**src/rtl/vga_tile_renderer_if.sv**
```systemverilog
// Bundle between the tile renderer, the read port of the tile RAM and the VGA connector.
// The renderer holds the master side; the RAM/display side holds the slave side.
interface vga_tile_renderer_if;
  logic [7:0] vgaram_addrb;
  logic [3:0] vgaram_doutb;
  logic       hsync;
  logic       vsync;
  logic [7:0] rgb;
  logic       frame_tick;
  logic       in_vblank;

  modport master (
    output vgaram_addrb, hsync, vsync, rgb, frame_tick, in_vblank,
    input  vgaram_doutb
  );

  modport slave (
    input  vgaram_addrb, hsync, vsync, rgb, frame_tick, in_vblank,
    output vgaram_doutb
  );
endinterface

```
**src/rtl/vga_tile_renderer.sv**
```systemverilog
// VGA timing generator that scans a tile grid through a synchronous RAM read port
// and maps 4-bit tile codes to RGB332 pixels, with a once-per-frame vblank tick.
module vga_tile_renderer #(
  parameter int         H_ACTIVE   = 640,
  parameter int         H_FP       = 16,
  parameter int         H_SYNC     = 96,
  parameter int         H_BP       = 48,
  parameter int         V_ACTIVE   = 480,
  parameter int         V_FP       = 10,
  parameter int         V_SYNC     = 2,
  parameter int         V_BP       = 33,
  parameter int         GRID_COLS  = 15,
  parameter int         GRID_ROWS  = 10,
  parameter int         TILE_SHIFT = 5,
  parameter int         GRID_X0    = 80,
  parameter int         GRID_Y0    = 80,
  parameter logic [7:0] BORDER_RGB = 8'h49
) (
  input  logic               clk,
  input  logic               rst_n,
  vga_tile_renderer_if.master bus
);

  localparam int H_TOTAL = H_ACTIVE + H_FP + H_SYNC + H_BP;
  localparam int V_TOTAL = V_ACTIVE + V_FP + V_SYNC + V_BP;

  localparam logic [9:0] H_LAST   = 10'(H_TOTAL - 1);
  localparam logic [9:0] V_LAST   = 10'(V_TOTAL - 1);
  localparam logic [9:0] H_VIS    = 10'(H_ACTIVE);
  localparam logic [9:0] V_VIS    = 10'(V_ACTIVE);
  localparam logic [9:0] HS_FIRST = 10'(H_ACTIVE + H_FP);
  localparam logic [9:0] HS_LAST  = 10'(H_ACTIVE + H_FP + H_SYNC - 1);
  localparam logic [9:0] VS_FIRST = 10'(V_ACTIVE + V_FP);
  localparam logic [9:0] VS_LAST  = 10'(V_ACTIVE + V_FP + V_SYNC - 1);
  localparam logic [9:0] GX_FIRST = 10'(GRID_X0);
  localparam logic [9:0] GX_END   = 10'(GRID_X0 + (GRID_COLS << TILE_SHIFT));
  localparam logic [9:0] GY_FIRST = 10'(GRID_Y0);
  localparam logic [9:0] GY_END   = 10'(GRID_Y0 + (GRID_ROWS << TILE_SHIFT));
  localparam logic [9:0] COLS     = 10'(GRID_COLS);

  typedef struct packed {
    logic active;
    logic in_grid;
    logic hsync;
    logic vsync;
  } px_flags_t;

  localparam px_flags_t FLAGS_IDLE = '{active: 1'b0, in_grid: 1'b0, hsync: 1'b1, vsync: 1'b1};

  logic [9:0] h_cnt, v_cnt, h_nxt, v_nxt;
  logic [9:0] col, row;
  logic [7:0] addr0;
  logic [7:0] pix;
  px_flags_t  s0, s1, s2;

  function automatic logic [7:0] tile_colour(input logic [3:0] code);
    case (code)
      4'd0:                   return 8'hA8;
      4'd1, 4'd2, 4'd3, 4'd4: return 8'hFC;
      4'd6:                   return 8'h1C;
      4'd7:                   return 8'hF8;
      4'd8:                   return 8'hE0;
      default:                return 8'h00;
    endcase
  endfunction

  // Stage 0 decodes the counter value the registers are about to take, so the
  // registered address and flags line up with h_cnt/v_cnt in the same cycle.
  always_comb begin
    // NOTE: every always_comb output gets a value on every path before any
    // conditional update; a path that leaves one unassigned infers a latch.
    v_nxt = v_cnt;
    h_nxt = h_cnt + 10'd1;
    if (h_cnt == H_LAST) begin
      h_nxt = '0;
      v_nxt = (v_cnt == V_LAST) ? '0 : v_cnt + 10'd1;
    end

    s0.active  = (h_nxt < H_VIS) && (v_nxt < V_VIS);
    s0.in_grid = (h_nxt >= GX_FIRST) && (h_nxt < GX_END) &&
                 (v_nxt >= GY_FIRST) && (v_nxt < GY_END);
    s0.hsync   = !((h_nxt >= HS_FIRST) && (h_nxt <= HS_LAST));
    s0.vsync   = !((v_nxt >= VS_FIRST) && (v_nxt <= VS_LAST));

    col   = (h_nxt - GX_FIRST) >> TILE_SHIFT;
    row   = (v_nxt - GY_FIRST) >> TILE_SHIFT;
    addr0 = s0.in_grid ? 8'(row * COLS + col) : 8'd0;
  end

  // s2 is aligned with the RAM data, which arrives one clock after the address.
  always_comb begin
    pix = 8'h00;
    if (s2.active) pix = s2.in_grid ? tile_colour(bus.vgaram_doutb) : BORDER_RGB;
  end

  always_ff @(posedge clk or negedge rst_n) begin
    if (!rst_n) begin
      h_cnt            <= '0;
      v_cnt            <= '0;
      s1               <= FLAGS_IDLE;
      s2               <= FLAGS_IDLE;
      bus.vgaram_addrb <= 8'd0;
      bus.rgb          <= 8'h00;
      bus.hsync        <= 1'b1;
      bus.vsync        <= 1'b1;
      bus.frame_tick   <= 1'b0;
      bus.in_vblank    <= 1'b0;
    end else begin
      h_cnt            <= h_nxt;
      v_cnt            <= v_nxt;
      s1               <= s0;
      s2               <= s1;
      bus.vgaram_addrb <= addr0;
      bus.rgb          <= pix;
      bus.hsync        <= s2.hsync;
      bus.vsync        <= s2.vsync;
      bus.frame_tick   <= (h_nxt == 10'd0) && (v_nxt == V_VIS);
      bus.in_vblank    <= (v_nxt >= V_VIS);
    end
  end

endmodule

```
**src/flat_wrapper.sv**
```systemverilog
// flat-port wrapper written by rule: the top's interface ports become plain ports
module vga_tile_renderer_flat 
#(
  parameter int         H_ACTIVE   = 640,
  parameter int         H_FP       = 16,
  parameter int         H_SYNC     = 96,
  parameter int         H_BP       = 48,
  parameter int         V_ACTIVE   = 480,
  parameter int         V_FP       = 10,
  parameter int         V_SYNC     = 2,
  parameter int         V_BP       = 33,
  parameter int         GRID_COLS  = 15,
  parameter int         GRID_ROWS  = 10,
  parameter int         TILE_SHIFT = 5,
  parameter int         GRID_X0    = 80,
  parameter int         GRID_Y0    = 80,
  parameter logic [7:0] BORDER_RGB = 8'h49
)
  (clk, rst_n, bus_vgaram_addrb, bus_hsync, bus_vsync, bus_rgb, bus_frame_tick, bus_in_vblank, bus_vgaram_doutb);
  vga_tile_renderer_if bus_i ();
  input  logic clk;
  input  logic rst_n;
  output wire logic [$bits(bus_i.vgaram_addrb)-1:0] bus_vgaram_addrb;
  output wire logic [$bits(bus_i.hsync)-1:0] bus_hsync;
  output wire logic [$bits(bus_i.vsync)-1:0] bus_vsync;
  output wire logic [$bits(bus_i.rgb)-1:0] bus_rgb;
  output wire logic [$bits(bus_i.frame_tick)-1:0] bus_frame_tick;
  output wire logic [$bits(bus_i.in_vblank)-1:0] bus_in_vblank;
  input wire logic [$bits(bus_i.vgaram_doutb)-1:0] bus_vgaram_doutb;
  assign bus_vgaram_addrb = bus_i.vgaram_addrb;
  assign bus_hsync = bus_i.hsync;
  assign bus_vsync = bus_i.vsync;
  assign bus_rgb = bus_i.rgb;
  assign bus_frame_tick = bus_i.frame_tick;
  assign bus_in_vblank = bus_i.in_vblank;
  assign bus_i.vgaram_doutb = bus_vgaram_doutb;
  vga_tile_renderer #(.H_ACTIVE(H_ACTIVE), .H_FP(H_FP), .H_SYNC(H_SYNC), .H_BP(H_BP), .V_ACTIVE(V_ACTIVE), .V_FP(V_FP), .V_SYNC(V_SYNC), .V_BP(V_BP), .GRID_COLS(GRID_COLS), .GRID_ROWS(GRID_ROWS), .TILE_SHIFT(TILE_SHIFT), .GRID_X0(GRID_X0), .GRID_Y0(GRID_Y0), .BORDER_RGB(BORDER_RGB)) u_core (.clk(clk), .rst_n(rst_n), .bus(bus_i));
endmodule
```
**config.mk**
```make
export PLATFORM = sky130hd
export DESIGN_NAME = vga_tile_renderer_flat
export DESIGN_NICKNAME = d
export VERILOG_FILES = /design/src/rtl/vga_tile_renderer_if.sv /design/src/rtl/vga_tile_renderer.sv /design/src/flat_wrapper.sv
export SDC_FILE = /design/constraint.sdc
export NUM_CORES = 1
export LEC_CHECK = 0
export ABC_CLOCK_PERIOD_IN_PS = 5600
export CORE_ASPECT_RATIO = 1.4
export CORE_MARGIN = 1
export CORE_UTILIZATION = 60
export CTS_BUF_LIST = sky130_fd_sc_hd__clkbuf_4
export CTS_CLUSTER_DIAMETER = 150
export DETAILED_ROUTE_END_ITERATION = 8
export PLACE_DENSITY = 0.82
export RECOVER_POWER = 50
export SLEW_MARGIN = 10
export SYNTH_ARGS = -nofsm -noshare
export SYNTH_HDL_FRONTEND = slang
export SYNTH_SLANG_ARGS = --single-unit
```
**constraint.sdc**
```tcl
create_clock -name clk -period 5.6 [get_ports clk]
set_input_delay 1.12 -clock clk [delete_from_list [all_inputs] [get_ports clk]]
set_output_delay 1.12 -clock clk [all_outputs]
set_load 0.01 [all_outputs]
```
# == Word level (Yosys, flattened, before mapping) ==
# Memories as Yosys holds them, arrays and structs flattened.
# Cells that the tools add are included.
# Widths: inputs -> output; s select.
# classes
add_sub_neg,5
mul,1
magnitude_cmp,11
n_eq_ne,3
mux,6
reduce_logical,10
# op_table
operator,count
$mux 10,3
$mux 8,3
$add 10x1->10 const B,2
$eq 10x10->1 const B,2
$ge 10x7->1 const B,2
$ge 10x9->1 const B,2
$lt 10x10->1 const B,2
$lt 10x9->1 const B,2
$sub 10x7->10 const B,2
$eq 10x9->1 const B,1
$ge 10x10->1 const B,1
$le 10x10->1 const B,1
$le 10x9->1 const B,1
$logic_not 10->1,1
$add 8x5->8,1
$mul 5x4->8 const B,1
$logic_and 1x1->1,7
$logic_not 1->1,2
# totals
register_bits,48
romBits,96
out_inout_bits,20
elab_cells,53
mem_count,1
# mem_list
memory,depth,word_bits,rd,rd_ports_with_merged_regs,wr,line,text
(no name shown),16,6,1,0,0,vga_tile_renderer.sv:57,case (code)

# == Longest topological paths before layout ==
# Gate-level depths: netlist of the first run.
# logic_depth
depth_word,7
ltp_mapped,21

# == Worst setup path after synthesis of the first run ==
# No wires, ideal clock.
# synth_timing
path_type,flip-flop to flip-flop
start,register u_core.h_cnt[0]
end,register u_core.bus.vgaram_addrb[7]
arrival_ns,5.008
setup_slack_ns,0.428
path_stages_with_launch,20
path_buffers,0
period_less_slack_ns,5.172
path_cell_list,dfrtp_1 > ha_1 > nand4_1 > nor4_4 > mux2_4 > a21oi_2 > xnor2_1 > fa_1 > inv_1 > fa_1 > inv_1 > fa_1 > inv_1 > ha_1 > a21o_1 > a21oi_1 > o21bai_1 > a21oi_1 > xnor2_1 > nor4_1
# synth_via
elab_chain_cells,7
elab_cells_between_ends,16
classes_between,add/sub: 4; mul: 1; order compare: 4; eq/ne: 1; mux: 3; reduce/logical: 3
# synth_lines
item,line,text
from (decl),vga_tile_renderer.sv:50,"logic [9:0] h_cnt, v_cnt, h_nxt, v_nxt;"
from (signal assigned),vga_tile_renderer.sv:109,h_cnt <= h_nxt;
"parallel branches: the longest is 6 deep, another holds $sub 10x7->10",n/a,
$mux 8 *,vga_tile_renderer.sv:87,addr0 = s0.in_grid ? 8'(row * COLS + col) : 8'd0;
named net u_core.addr0[7],vga_tile_renderer.sv:52,logic [7:0] addr0;
to (signal assigned),vga_tile_renderer.sv:113,bus.vgaram_addrb <= addr0;
to (decl),vga_tile_renderer_if.sv:13,"output vgaram_addrb, hsync, vsync, rgb, frame_tick, in_vblank,"
# Mark *: on every way through the listed nets, which the timed path passes.

# == Worst setup path after layout of the first run ==
# layout_timing
start,register u_core.h_cnt[5]
end,register u_core.bus.vgaram_addrb[6]
# layout_via
elab_cells_between_ends,16
classes_between,add/sub: 4; mul: 1; order compare: 4; eq/ne: 1; mux: 3; reduce/logical: 3
# layout_lines
item,line,text
$eq 10x10->1 *,vga_tile_renderer.sv:74,if (h_cnt == H_LAST) begin
$mux 10 *,vga_tile_renderer.sv:74,
named net u_core.v_nxt[7],vga_tile_renderer.sv:50,
$sub 10x7->10 / $ge 10x7->1 (equally long branches),"vga_tile_renderer.sv:86, vga_tile_renderer.sv:81",
$mul 5x4->8 / $logic_and 1x1->1 (equally long branches),"vga_tile_renderer.sv:87, vga_tile_renderer.sv:80",
$add 8x5->8 / $logic_and 1x1->1 (equally long branches),"vga_tile_renderer.sv:87, vga_tile_renderer.sv:81",
$mux 8 *,vga_tile_renderer.sv:87,
named net u_core.addr0[6],vga_tile_renderer.sv:52,
# Mark *: on every way through the listed nets, which the timed path passes. The rest lies on a longest branch.

==> summary.md, run 1 <==
| Metric | Value |
|---|---|
| Lkg Pwr | 1.602 nW |
| Detailed-route DRC error count | 0 |
| Synth top cells by count | inv_1, dfrtp_1, ha_1 |
| Post-synthesis net count | 351 |
| # H-tree levels | 2 |
| Largest net degree at the start of global routing | 47 |
| Clock transition at path regs | 130 ps |
| Critical path's top delay family | adder cells |
| HPWL after detailed placement | 4768 um |
| Cell with the most instances after synthesis | inv_1 |
| CTS root buf | clkbuf_4 |
| Crit. End Element | register |
| First-pass GRT wire length | 10340 um |
| Startpoint types | register |
| Initial antenna violation count | 0 |
| Synth async-reset ratio | 1.000 |
| Sequential fraction of the synthesis area | 0.3697 |
| Peak fanout along the critical path | 7 |
| #FFs+latches synth | 46 |
| M1 GR Usage | 0.2805 |
| Synth top area share | 0.3194 |
| Max stage delay on crit path | 620 ps |
| N_diodes | 0 |
| Fin crit period | 5236 ps |
| Routed vias/inst | 5.814 |
| Cell Chain, Critical Path | or4b_4, nor4_2, xnor2_1, inv_1, nor2_2, xor2_2, fa_1, inv_1, fa_1, fa_1, inv_1, ha_1, inv_1, o21bai_1, a21oi_1, xor2_1, nor4_1 |
| Cell taking the most area after synthesis | dfrtp_1 |
| Latest clock arrival within the worst-skew pair | 380 ps |
| Post-route clock period utilization | 0.9349 |
| Final GP Congestion | 0.9241 |
| Yosys cell types | 62 |
| TritonCTS clock tree | yes |
| PortBufs | 24 |
| Type of the tightest min-delay check | register to register |
| Layout cells sized above 1 | 0.1048 |
| Gr ovfl total | 0 |
| RSZ-0062 raised after global routing | no |
| CTS Sinks | 46 |
| Die height | 87.52 um |
| Primary FF master, synth | dfrtp_1 |
| Vias in the first global route | 2268 |
| Post-Synthesis Cells | 305 |
| Crit path kind | register to register |
| Num CTS Buffers | 5 |
| Final Hold Vio Count | 0 |
| Setup violators final | 0 |
| Clock buffer depth | 2 |
| Setup Skew | 20.65 ps |
| Relative slew slack | -0.5863 |
| Total of max-cap violations | 1 |
| Slowest CP cell | or4b_4 |
| Critical Path AT | 5480 ps |
| CP most frequent cell | inv_1 |
| Die area | 0.005521 mm^2 |
| Worst Path Buf+Inv | 4 |
| Routed WL per cell | 15.79 um |
| Max Fclk | 191.0 MHz |
| IO Pins | 26 |
| Outcome | finished, violations left |
| GRT busiest layer | met2 |
| Hold slack | 364.7 ps |
| Failing checks | max-capacitance violations, max-slew violations |
| Grt met3 use | 0.03141 |
| DR iter-0 viols | 181 |
| Fin. max-slew vios | 47 |
| Met2 Use GR | 0.4536 |
| Total GRT Usage | 0.2463 |
| Mapped cell area | 0.003134 mm^2 |
| Die span in x | 63.09 um |
| Yosys warns | 0 |
| Core area | 0.004917 mm^2 |
| Vias after detailed routing | 2314 |
| CP required | 5850 ps |
| Hold_buf cts | 0 |
| Pwr dens | 157.5 mW/mm^2 |
| Tightest Pin Transition | 2380 ps |
| Synth top area cells | dfrtp_1, ha_1, fa_1 |
| Setup_tns | 0 ps |
| Initial Utilization | 0.6374 |
| Final wirelength | 6285 um |
| Nets | 379 |
| Syn Area/Cell | 10.28 um^2 |
| Post-synth EDFFs | 0 |
| VDD IR max | 0.0001008 V |
| Row cnt | 30 |
| Post-DRT Antenna Nets | 0 |
| Area growth, synth to finish | 13.21% |
| Initial DRT Pass Iterations | 4 |
## sequential cells by signal, summed over array words and instances (netlist names)
| name | flops |
|---|---|
| u_core.bus.frame_tick | 1 |
| u_core.s1 | 4 |
| u_core.bus.in_vblank | 1 |
| u_core.v_cnt | 10 |
| u_core.s2 | 4 |
| u_core.bus.rgb | 6 |
| u_core.bus.vsync | 1 |
| u_core.bus.hsync | 1 |
| u_core.bus.vgaram_addrb | 8 |
| u_core.h_cnt | 10 |
## area by class of cell
| class | instances | area, um^2 |
|---|---|---|
| tap | 64 | 80.08 |
| clock buffer | 5 | 37.54 |
| sequential | 46 | 1159 |
| clock inverter | 3 | 43.79 |
| multi-input combinational | 207 | 1795 |
| inverter | 45 | 168.9 |
| timing repair buffer | 28 | 264.0 |
| fill | 351 | 1369 |
## cells in the final DEF (no fill, tap or decap), drive strengths merged, types with 2 or more instances in the layout
| master | count |
|---|---|
| or3 | 4 |
| o21bai | 2 |
| nor4 | 13 |
| a211oi | 2 |
| a21oi | 12 |
| a21boi | 3 |
| nand4 | 5 |
| o21ai | 7 |
| and3 | 2 |
| dfrtp | 40 |
| o31ai | 5 |
| and2 | 2 |
| nand2 | 12 |
| ha | 30 |
| nand3 | 11 |
| a21o | 5 |
| a2111oi | 2 |
| nor2b | 3 |
| clkbuf | 6 |
| or2 | 2 |
| o311ai | 2 |
| inv | 46 |
| dfstp | 6 |
| o41ai | 2 |
| nor3 | 10 |
| buf | 4 |
| nor2 | 9 |
| xor2 | 9 |
| nor4b | 4 |
| fa | 10 |
| a31oi | 2 |
| nand2b | 2 |
| xnor2 | 18 |
| clkdlybuf4s50 | 23 |
## path summary, 6_finish.rpt
| path | to | start | slack, ps | depth (start not counted) |
|---|---|---|---|---|
| max in group asynchronous | u_core.bus.vgaram_addrb[6] | rst_n | 2800 | 1 |
| min in group asynchronous | u_core.h_cnt[1] | rst_n | 1440 | 1 |
| worst max-delay path | u_core.bus.vgaram_addrb[6] | u_core.h_cnt[5] | 360 | 17 |
| worst max register to register | u_core.bus.vgaram_addrb[6] | u_core.h_cnt[5] | 360 | 17 |
| worst min-delay path | u_core.s2[0] | u_core.s1[0] | 360 | 0 |
| worst min register to register | u_core.s2[0] | u_core.s1[0] | 360 | 0 |
## worst reg2reg max path, cell delays in order, from the launching register on
cell and delay, ps:
dfrtp_1 470, or4b_4 620, nor4_2 350, xnor2_1 310, inv_1 230, nor2_2 240
xor2_2 300, fa_1 460, inv_1 90, fa_1 450, fa_1 550, inv_1 40
ha_1 290, inv_1 90, o21bai_1 80, a21oi_1 190, xor2_1 80, nor4_1 270
## power by group
part	switching [mW]	internal, mW	total [mW]
logic	0.0106	0.00482	0.0154
registers	0	0.333	0.333
clock network	0.116	0.0950	0.211
## routing by layer
layer	part of all wire	wire, um	vias up
met3	0.037	232	12
li1	-	-	1113
met5	0	0	-
met1	0.39	2449	1119
met4	0.023	142	0
met2	0.55	3459	70
## kinds of logic after synthesis
kind of cell               count (synthesis)  share of synthesized area
and+or+nand+nor                           85                     0.1701
AOI/OAI and AO/OA                         53                     0.1266
buffers and inverters                     52                    0.06866
DFF                                       46                     0.3697
adders and majority gates                 40                     0.1836
xor gates and xnor gates                  27                    0.07545
other                                      1                   0.001196
muxes                                      1                   0.004789
## through the flow
stage | power [mW] | setup slack [ps] | utilization | cell area, um^2 | std cells
3_5_place_dp | 0.3544 | 73.58 | 0.6967 | 3426 | 389
4_1_cts | 0.5618 | 53.87 | 0.7132 | 3507 | 397
5_1_grt | 0.5782 | 68.87 | 0.7216 | 3548 | 398
2_1_floorplan | 0.3434 | 428.3 | - | 3134 | 305
6_report | 0.5590 | 364.5 | 0.7216 | 3548 | 398
3_3_place_gp | 0.3541 | 313.7 | 0.6967 | 3426 | 389
## what timing repair did
action / CTS / global route
resized for setup: 0 / 6
setup buffers: 0 / 1
endpoints found under the setup margin: 0 / 2
Power figures use the tool's default switching activity.
==> inputs of run 2 (changes only) <==
- CTS_CLUSTER_DIAMETER: 150 -> not set
==> results of run 2 <==
The final DEF is identical to that of run 1; final timing and power are the same.
